**config.mk**
```make
export PLATFORM = sky130hd
export DESIGN_NAME = chan_scan_seq
export DESIGN_NICKNAME = d
export VERILOG_FILES = /design/src/rtl/chan_scan_pkg.sv /design/src/rtl/next_chan_find.sv /design/src/rtl/chan_scan_seq.sv
export SDC_FILE = /design/constraint.sdc
export NUM_CORES = 1
export LEC_CHECK = 0
export CAP_MARGIN = 20
export CORE_MARGIN = 5
export CORE_UTILIZATION = 30
export DETAILED_ROUTE_END_ITERATION = 6
export SLEW_MARGIN = 10
export SYNTH_ARGS = -nofsm -noshare
export SYNTH_HDL_FRONTEND = slang
export SYNTH_SLANG_ARGS = --single-unit
export TNS_END_PERCENT = 20
```
**constraint.sdc**
```tcl
create_clock -name clk -period 2.1 [get_ports clk]
set_input_delay 0.42 -clock clk [delete_from_list [all_inputs] [get_ports clk]]
set_output_delay 0.42 -clock clk [all_outputs]
set_load 0.1 [all_outputs]
```
**src/rtl/chan_scan_pkg.sv**
```systemverilog
// Shared types and sizing for the channel scan sequencer.
package chan_scan_pkg;

    localparam int NUM_CH = 8;
    localparam int SEL_W  = 3;

    typedef enum logic [0:0] {
        IDLE = 1'b0,
        RUN  = 1'b1
    } state_e;

endpackage

```
**src/rtl/next_chan_find.sv**
```systemverilog
// Combinational circular search for the next enabled channel after cur_i.
// Seeding cur_i with NUM_CH-1 yields the lowest enabled channel.
module next_chan_find
    import chan_scan_pkg::*;
(
    input  logic [SEL_W-1:0]  cur_i,
    input  logic [NUM_CH-1:0] mask_i,
    output logic [SEL_W-1:0]  next_o,
    output logic              found_o,
    output logic              wraps_o
);

    logic [SEL_W-1:0] idx;

    always_comb begin
        next_o  = '0;
        found_o = 1'b0;
        idx     = '0;
        // Walk from farthest to nearest so the closest hit is written last;
        // i == NUM_CH lands back on cur_i itself (single-channel case).
        for (int i = NUM_CH; i >= 1; i--) begin
            idx = cur_i + i[SEL_W-1:0];
            if (mask_i[idx]) begin
                next_o  = idx;
                found_o = 1'b1;
            end
        end
        wraps_o = found_o && (next_o <= cur_i);
    end

endmodule

```
**src/rtl/chan_scan_seq.sv**
```systemverilog
// Channel scan sequencer: steps through enabled channels 0-7, holding each for dwell+1 cycles.
// Channel skipping via mask only when CHAN_SCAN_SKIP_EN is defined; otherwise all channels are visited.
module chan_scan_seq
    import chan_scan_pkg::*;
#(
    parameter int DWELL_W = 4
) (
    input  logic               clk,
    input  logic               reset,
    input  logic               start,
    input  logic               stop,
    input  logic [DWELL_W-1:0] dwell,
    input  logic [NUM_CH-1:0]  mask,
    output logic [SEL_W-1:0]   sel,
    output logic               sel_valid,
    output logic               wrap,
    output logic               busy
);

    state_e             state_q, state_d;
    logic [SEL_W-1:0]   sel_q, sel_d;
    logic [DWELL_W-1:0] cnt_q, cnt_d;
    logic               wrap_q, wrap_d;

    logic [NUM_CH-1:0]  eff_mask;
    logic [SEL_W-1:0]   seed;
    logic [SEL_W-1:0]   nxt;
    logic               nxt_found;
    logic               nxt_wraps;

`ifdef CHAN_SCAN_SKIP_EN
    assign eff_mask = mask;
`else
    // Port stays connected; the OR folds to all-ones.
    assign eff_mask = mask | {NUM_CH{1'b1}};
`endif

    assign seed = (state_q == IDLE) ? SEL_W'(NUM_CH - 1) : sel_q;

    next_chan_find u_find (
        .cur_i   (seed),
        .mask_i  (eff_mask),
        .next_o  (nxt),
        .found_o (nxt_found),
        .wraps_o (nxt_wraps)
    );

    always_comb begin
        state_d = state_q;
        sel_d   = sel_q;
        cnt_d   = cnt_q;
        wrap_d  = 1'b0;
        case (state_q)
            IDLE: begin
                if (start && nxt_found) begin
                    state_d = RUN;
                    sel_d   = nxt;
                    cnt_d   = dwell;
                end
            end
            RUN: begin
                if (stop) begin
                    state_d = IDLE;
                    sel_d   = '0;
                    cnt_d   = '0;
                end else if (cnt_q != '0) begin
                    cnt_d = cnt_q - DWELL_W'(1);
                end else if (nxt_found) begin
                    sel_d  = nxt;
                    cnt_d  = dwell;
                    wrap_d = nxt_wraps;
                end else begin
                    state_d = IDLE;
                    sel_d   = '0;
                    cnt_d   = '0;
                end
            end
            default: begin
                state_d = IDLE;
                sel_d   = '0;
                cnt_d   = '0;
            end
        endcase
    end

    always_ff @(posedge clk) begin
        if (reset) begin
            state_q <= IDLE;
            sel_q   <= '0;
            cnt_q   <= '0;
            wrap_q  <= 1'b0;
        end else begin
            state_q <= state_d;
            sel_q   <= sel_d;
            cnt_q   <= cnt_d;
            wrap_q  <= wrap_d;
        end
    end

    assign sel       = sel_q;
    assign sel_valid = (state_q == RUN);
    assign busy      = (state_q == RUN);
    assign wrap      = wrap_q;

endmodule

```
After elaboration in Yosys (flattened, before gate mapping). Memories as Yosys holds them, arrays and structs flattened. Cells that the tools add are included.

Register bits after elaboration: 9. Latch bits: 0. Bits in writable memories: 0. Memory bits (read-only): 64. Bits of input ports: 16. Output and inout port bits: 6. Word-level logic and storage cells: 78. Memories: 8.

Memory list: (no name shown) (depth 8, width 1, rd ports 1, clocked after memory_dff 0, wr ports 0, line next_chan_find.sv:23) `if (mask_i[idx]) begin`; (no name shown) (depth 8, width 1, rd ports 1, clocked after memory_dff 0, wr ports 0, line next_chan_find.sv:23); (no name shown) (depth 8, width 1, rd ports 1, clocked after memory_dff 0, wr ports 0, line next_chan_find.sv:23); (no name shown) (depth 8, width 1, rd ports 1, clocked after memory_dff 0, wr ports 0, line next_chan_find.sv:23); (no name shown) (depth 8, width 1, rd ports 1, clocked after memory_dff 0, wr ports 0, line next_chan_find.sv:23); (no name shown) (depth 8, width 1, rd ports 1, clocked after memory_dff 0, wr ports 0, line next_chan_find.sv:23); 2 more memories.

Add/subtract/negate cells: 8. $mul: 0. Divide/modulo/power cells: 0. Order comparisons: 9. Equality and inequality tests: 2. Shift-type cells: 0. Mux-type cells: 40. Bitwise gates (word level): 2. Reductions and logical operators: 5.

Operator list (count): two-way mux 3 bit (13); less-than comparator 3 x 4 -> 1 bit, second input constant (8); two-way mux 1 bit (20); two-way mux 4 bit (4); adder 3 bit, second input constant (4); case mux 4 bit (2 select lines) (1); adder 3 x 2 -> 3 bit, second input constant (2); case mux 3 bit (2 select lines) (1); OR reduction 5 bit (1); nonzero test 4 bit (1); subtractor 4 x 1 -> 4 bit, second input constant (1); adder 3 x 1 -> 3 bit, second input constant (1); less-or-equal comparator 3 bit (1); inequality test 3 bit, second input constant (1); logical AND 1 bit (2); inequality test 2 x 1 -> 1 bit, second input constant (1); NOT 1 bit (2); case mux 1 bit (2 select lines) (1); AND reduction 2 bit (1).

Logic depth before layout (Yosys ltp).
Word-level depth: 15. Gate-level depth with buffers: 6. Depth with buffers taken out: 5.

By module. Synthesis repeated with hierarchy kept, for this count alone.

Cell total of the unflattened synthesis: 180. Area total of the unflattened synthesis: 1590.3 um^2.

Modules (own cells, without submodules): next_chan_find (times used 1, cells each 111, area each 1007.2 um^2, seq. area each 0.0 um^2); chan_scan_seq (times used 1, cells each 69, area each 583.1 um^2, seq. area each 180.2 um^2).

Worst setup path before layout. Ideal clock, no wire load.

Kind: register -> register. Start point: reg state_q, in the netlist busy. End point: reg wrap_q, in the netlist wrap. Setup time: 0.115 ns. Data arrival time: 2.054 ns. Required time: 1.985 ns. Setup slack: -0.068 ns. Cell stages (with the launch flop): 7. Buffers on the path: 1. Period minus slack after synthesis: 2.168 ns. Path through: dfxtp_1 buf_2 nand2b_1 ha_1 inv_1 o21ai_0 a2111oi_0.

Cells in the longest elaborated chain, start to end: 13. Elaborated cells between the ends (all ways): 45. Classes of those cells: add/sub: 7; order compare: 1; mux: 25; bitwise: 2; reduce/logical: 2; memory: 8.

RTL lines: from (decl) (line chan_scan_seq.sv:20) `state_e state_q, state_d;`; from (signal assigned) (line chan_scan_seq.sv:93) `state_q <= state_d;`; two-way mux 3 bit (line chan_scan_seq.sv:38) `assign seed = (state_q == IDLE) ? SEL_W'(NUM_CH - 1) : sel_q;`; adder 3 bit / memory read (8 x 1 bit) (equally long branches); memory read (8 x 1 bit) / two-way mux 1 bit (equally long branches); two-way mux 1 bit (not written as such) / two-way mux 3 bit (equally long branches) (line next_chan_find.sv:23); two-way mux 3 bit / two-way mux 1 bit (equally long branches) (7 in a row) (line next_chan_find.sv:23); less-or-equal comparator 3 bit / NOT 1 bit (equally long branches); logical AND 1 bit / OR reduction 5 bit (equally long branches); to (signal assigned) (line chan_scan_seq.sv:96) `wrap_q <= wrap_d;`; to (decl) (line chan_scan_seq.sv:23) `logic wrap_q, wrap_d;`.

Several ways; a longest one is shown, not always the timed one. The select of a mux whose other input is x is not followed. A chain may end at the register's enable or synchronous reset.

Worst setup path in the final report.
Start point: reg cnt_q[0]. End point: reg sel_q[0], in the netlist sel[0].

Cells in the longest elaborated chain, start to end: 3.

RTL lines: from (decl) (line chan_scan_seq.sv:22) `logic [DWELL_W-1:0] cnt_q, cnt_d;`; from (signal assigned) (line chan_scan_seq.sv:95) `cnt_q <= cnt_d;`; nonzero test 4 bit (line chan_scan_seq.sv:66) `end else if (cnt_q != '0) begin`; inequality test 3 bit (no line); AND reduction 2 bit (no line); to (signal assigned) (line chan_scan_seq.sv:94) `sel_q <= sel_d;`; to (decl) (line chan_scan_seq.sv:21) `logic [SEL_W-1:0] sel_q, sel_d;`.

No other way between the ends.

==> results.cfg <==
[pwr]
p_int_mw = 0.331
total_power_mw = 0.531
seq_power_share = 0.387
ir_worst_vdd_uv = 251
clock_power_share = 0.264
p_leak_nw = 0.300
swShare = 0.378
p_switching_mw = 0.201
power_frac_comb = 0.349
power_density_nw_per_um2 = 685

[critical_path]
start_kind = register
crit_type = reg2reg
arrival_ns = 1.96
critPathCaptureType = register
required_ns = 2.29
critical_path.max_fanout = 5

[floorplan]
io_pins = 22
die_h_um = 55.3
rows = 16
start_util = 0.314
dieArea_sq_um = 3060
core_area_sq_um = 1960
dieWidth_um = 55.3

[global_route]
antenna_found_initial = 0
grt_max_degree = 16
track_usage = 0.0991
grt_pass1_vias = 559
grt_pass1_wl_um = 2480
grt_overflow_total = 0

[synthesis]
synth.area.mux_share = 0.0325
synth-edff-count = 0
async_reset_ff_frac = 0
yosys_warnings = 0
synth.area.top_cells = dfxtp_1 (29%), ha_1 (8.1%), nand2b_1 (6.1%)
yosysTopAreaCellShare = 0.293
syn_inst = 73
synth-adder-area-share = 0.0813
synth_compound_area_frac = 0.264
syn_nets = 93
syn_area_sq_um = 616
ys_seq_area_frac = 0.293
synth_common_cells = dfxtp_1 (9), nand2b_1 (6), nor2_1 (6)
synth_most_common_cell = dfxtp_1
synth_cell_types = 37
synth_top_area_cell = dfxtp_1
syn_area_per_cell_sq_um = 8.43
yosys.area_share.simple = 0.248
synth_top_family_by_area = compound AO/OA/AOI/OAI gates
ys_ff_latch = 9
synth_xor_xnor_area_share = 0
synth_flop_cell = dfxtp_1

[clock_tree]
cts_root_buffer = clkbuf_4
postCtsHoldBufs = 0
postCtsSetupBuffers = 0
cts_tree = done
cts-resized-gates = 0
htreeDepth = 1
clockBufferDepth = 2
clkTransAtPathRegs_ns = 0.07
clk_latency_ns = 0.26
numCtsBuffers = 3
clkSinkCount = 9

[detailed_routing]
num_vias = 587
wl_um = 1420
postRouteAntennaNets = 0
drt_iter0_drc = 18
wl_per_cell_um = 12.5
first_pass_iters = 4
detail_route.vias_per_cell = 5.15
drc = 0

[cells_and_area]
drive_gt1_frac = 0.172
final_net_count = 108
fin_util = 0.395
syn_to_final_growth_pct = 26.0
n_antenna_cell = 0

[run_status]
outcome = completed

[timing]
fmax_mhz = 566
relSlewSlack = 0.722
tightestPinTransition_ns = 0.416
skew_ns = 0.00310
rsz0062_at_grt = no
finalCriticalPeriod_ns = 1.77
drv_slew = 0
layout_worst_path_cycle_share = 0.841
finalSetupViolCount = 0
hold_violations = 0
finalSetupTns_ns = 0

[min_path]
min_path_type = reg2reg

[flow_run]
maxCapViolCount = 0

[place]
dp_hpwl_um = 1040
gp_congestion = 0.805
portBuffers = 13
[registers in the layout, indices dropped and copies added, names as in the netlist]
name   cells
busy       1
cnt_q      4
sel        3
wrap       1
[cell families after synthesis]
| family | after synthesis |
|---|---|
| and+or+nand+nor | 25 |
| muxes | 2 |
| buffers and inverters | 10 |
| AOI/OAI and AO/OA | 23 |
| DFF | 9 |
| adders and majority gates | 4 |
[worst max-delay path, stage by stage, from the launching register on]
cell and delay, ns:
dfxtp_1 0.32, inv_1 0.11, ha_1 0.21, or3b_4 0.42
or4_1 0.51, a21oi_1 0.13
[cell usage in the layout (no fill, tap or decap), types with 2 or more instances in the layout]
cell             synthesis  final
ha_1                     4      4
clkdlybuf4s50_1          0      7
inv_1                    5      5
o21ai_0                  3      3
nor2_1                   6      6
nand2b_1                 6      6
buf_4                    1      8
dfxtp_1                  9      8
clkbuf_4                 0      3
mux2i_1                  2      2
nand3_1                  2      2
a31oi_1                  2      2
a21oi_1                  4      4
a221oi_1                 2      2
nand2_1                  2      2
[power by group through the flow]
stage	registers [mW]	logic [mW]	clock network (mW)
after floorplan	0.239	0.112	0
after global placement	0.210	0.183	0
after detailed placement	0.210	0.182	0
after CTS	0.206	0.185	0.143
after global routing	0.210	0.200	0.150
final	0.206	0.185	0.140
[worst paths after layout]
check | from | endpoint | slack, ns | cells after the start
max reg2reg | cnt_q[0] | sel[0] | 0.33 | 5
min reg2reg | sel[1] | sel[1] | 0.48 | 2
min | sel[1] | sel[1] | 0.48 | 2
max | cnt_q[0] | sel[0] | 0.33 | 5
[per-stage QoR]
stage	cells	instance area [sq um]	setup slack, ns	hold slack (ns)
finish	114	776	0.334	0.476
global route	114	776	0.210	0.515
CTS	114	776	0.347	0.480
detailed placement	110	749	0.290	0.470
global placement	110	749	0.260	0.470
floorplan	73	617	0.170	0.508
[area by class of cell]
class                           count  area, sq um
Sequential cell                     9          181
Inverter                            5         18.8
Clock buffer                        4         26.3
Multi-Input combinational cell     54          385
Fill cell                         204         1190
Tap cell                           27         33.8
Timing Repair Buffer               15          130
[routing by layer]
| metal | track usage | up-vias | wire length [um] |
|---|---|---|---|
| li1 | - | 302 | - |
| met1 | 0.135 | 263 | 701 |
| met2 | 0.142 | 18 | 624 |
| met3 | 0.0117 | 4 | 53 |
| met4 | 0.0729 | 0 | 40 |
| met5 | 0 | - | 0 |
(Power assumes the default switching activity.)
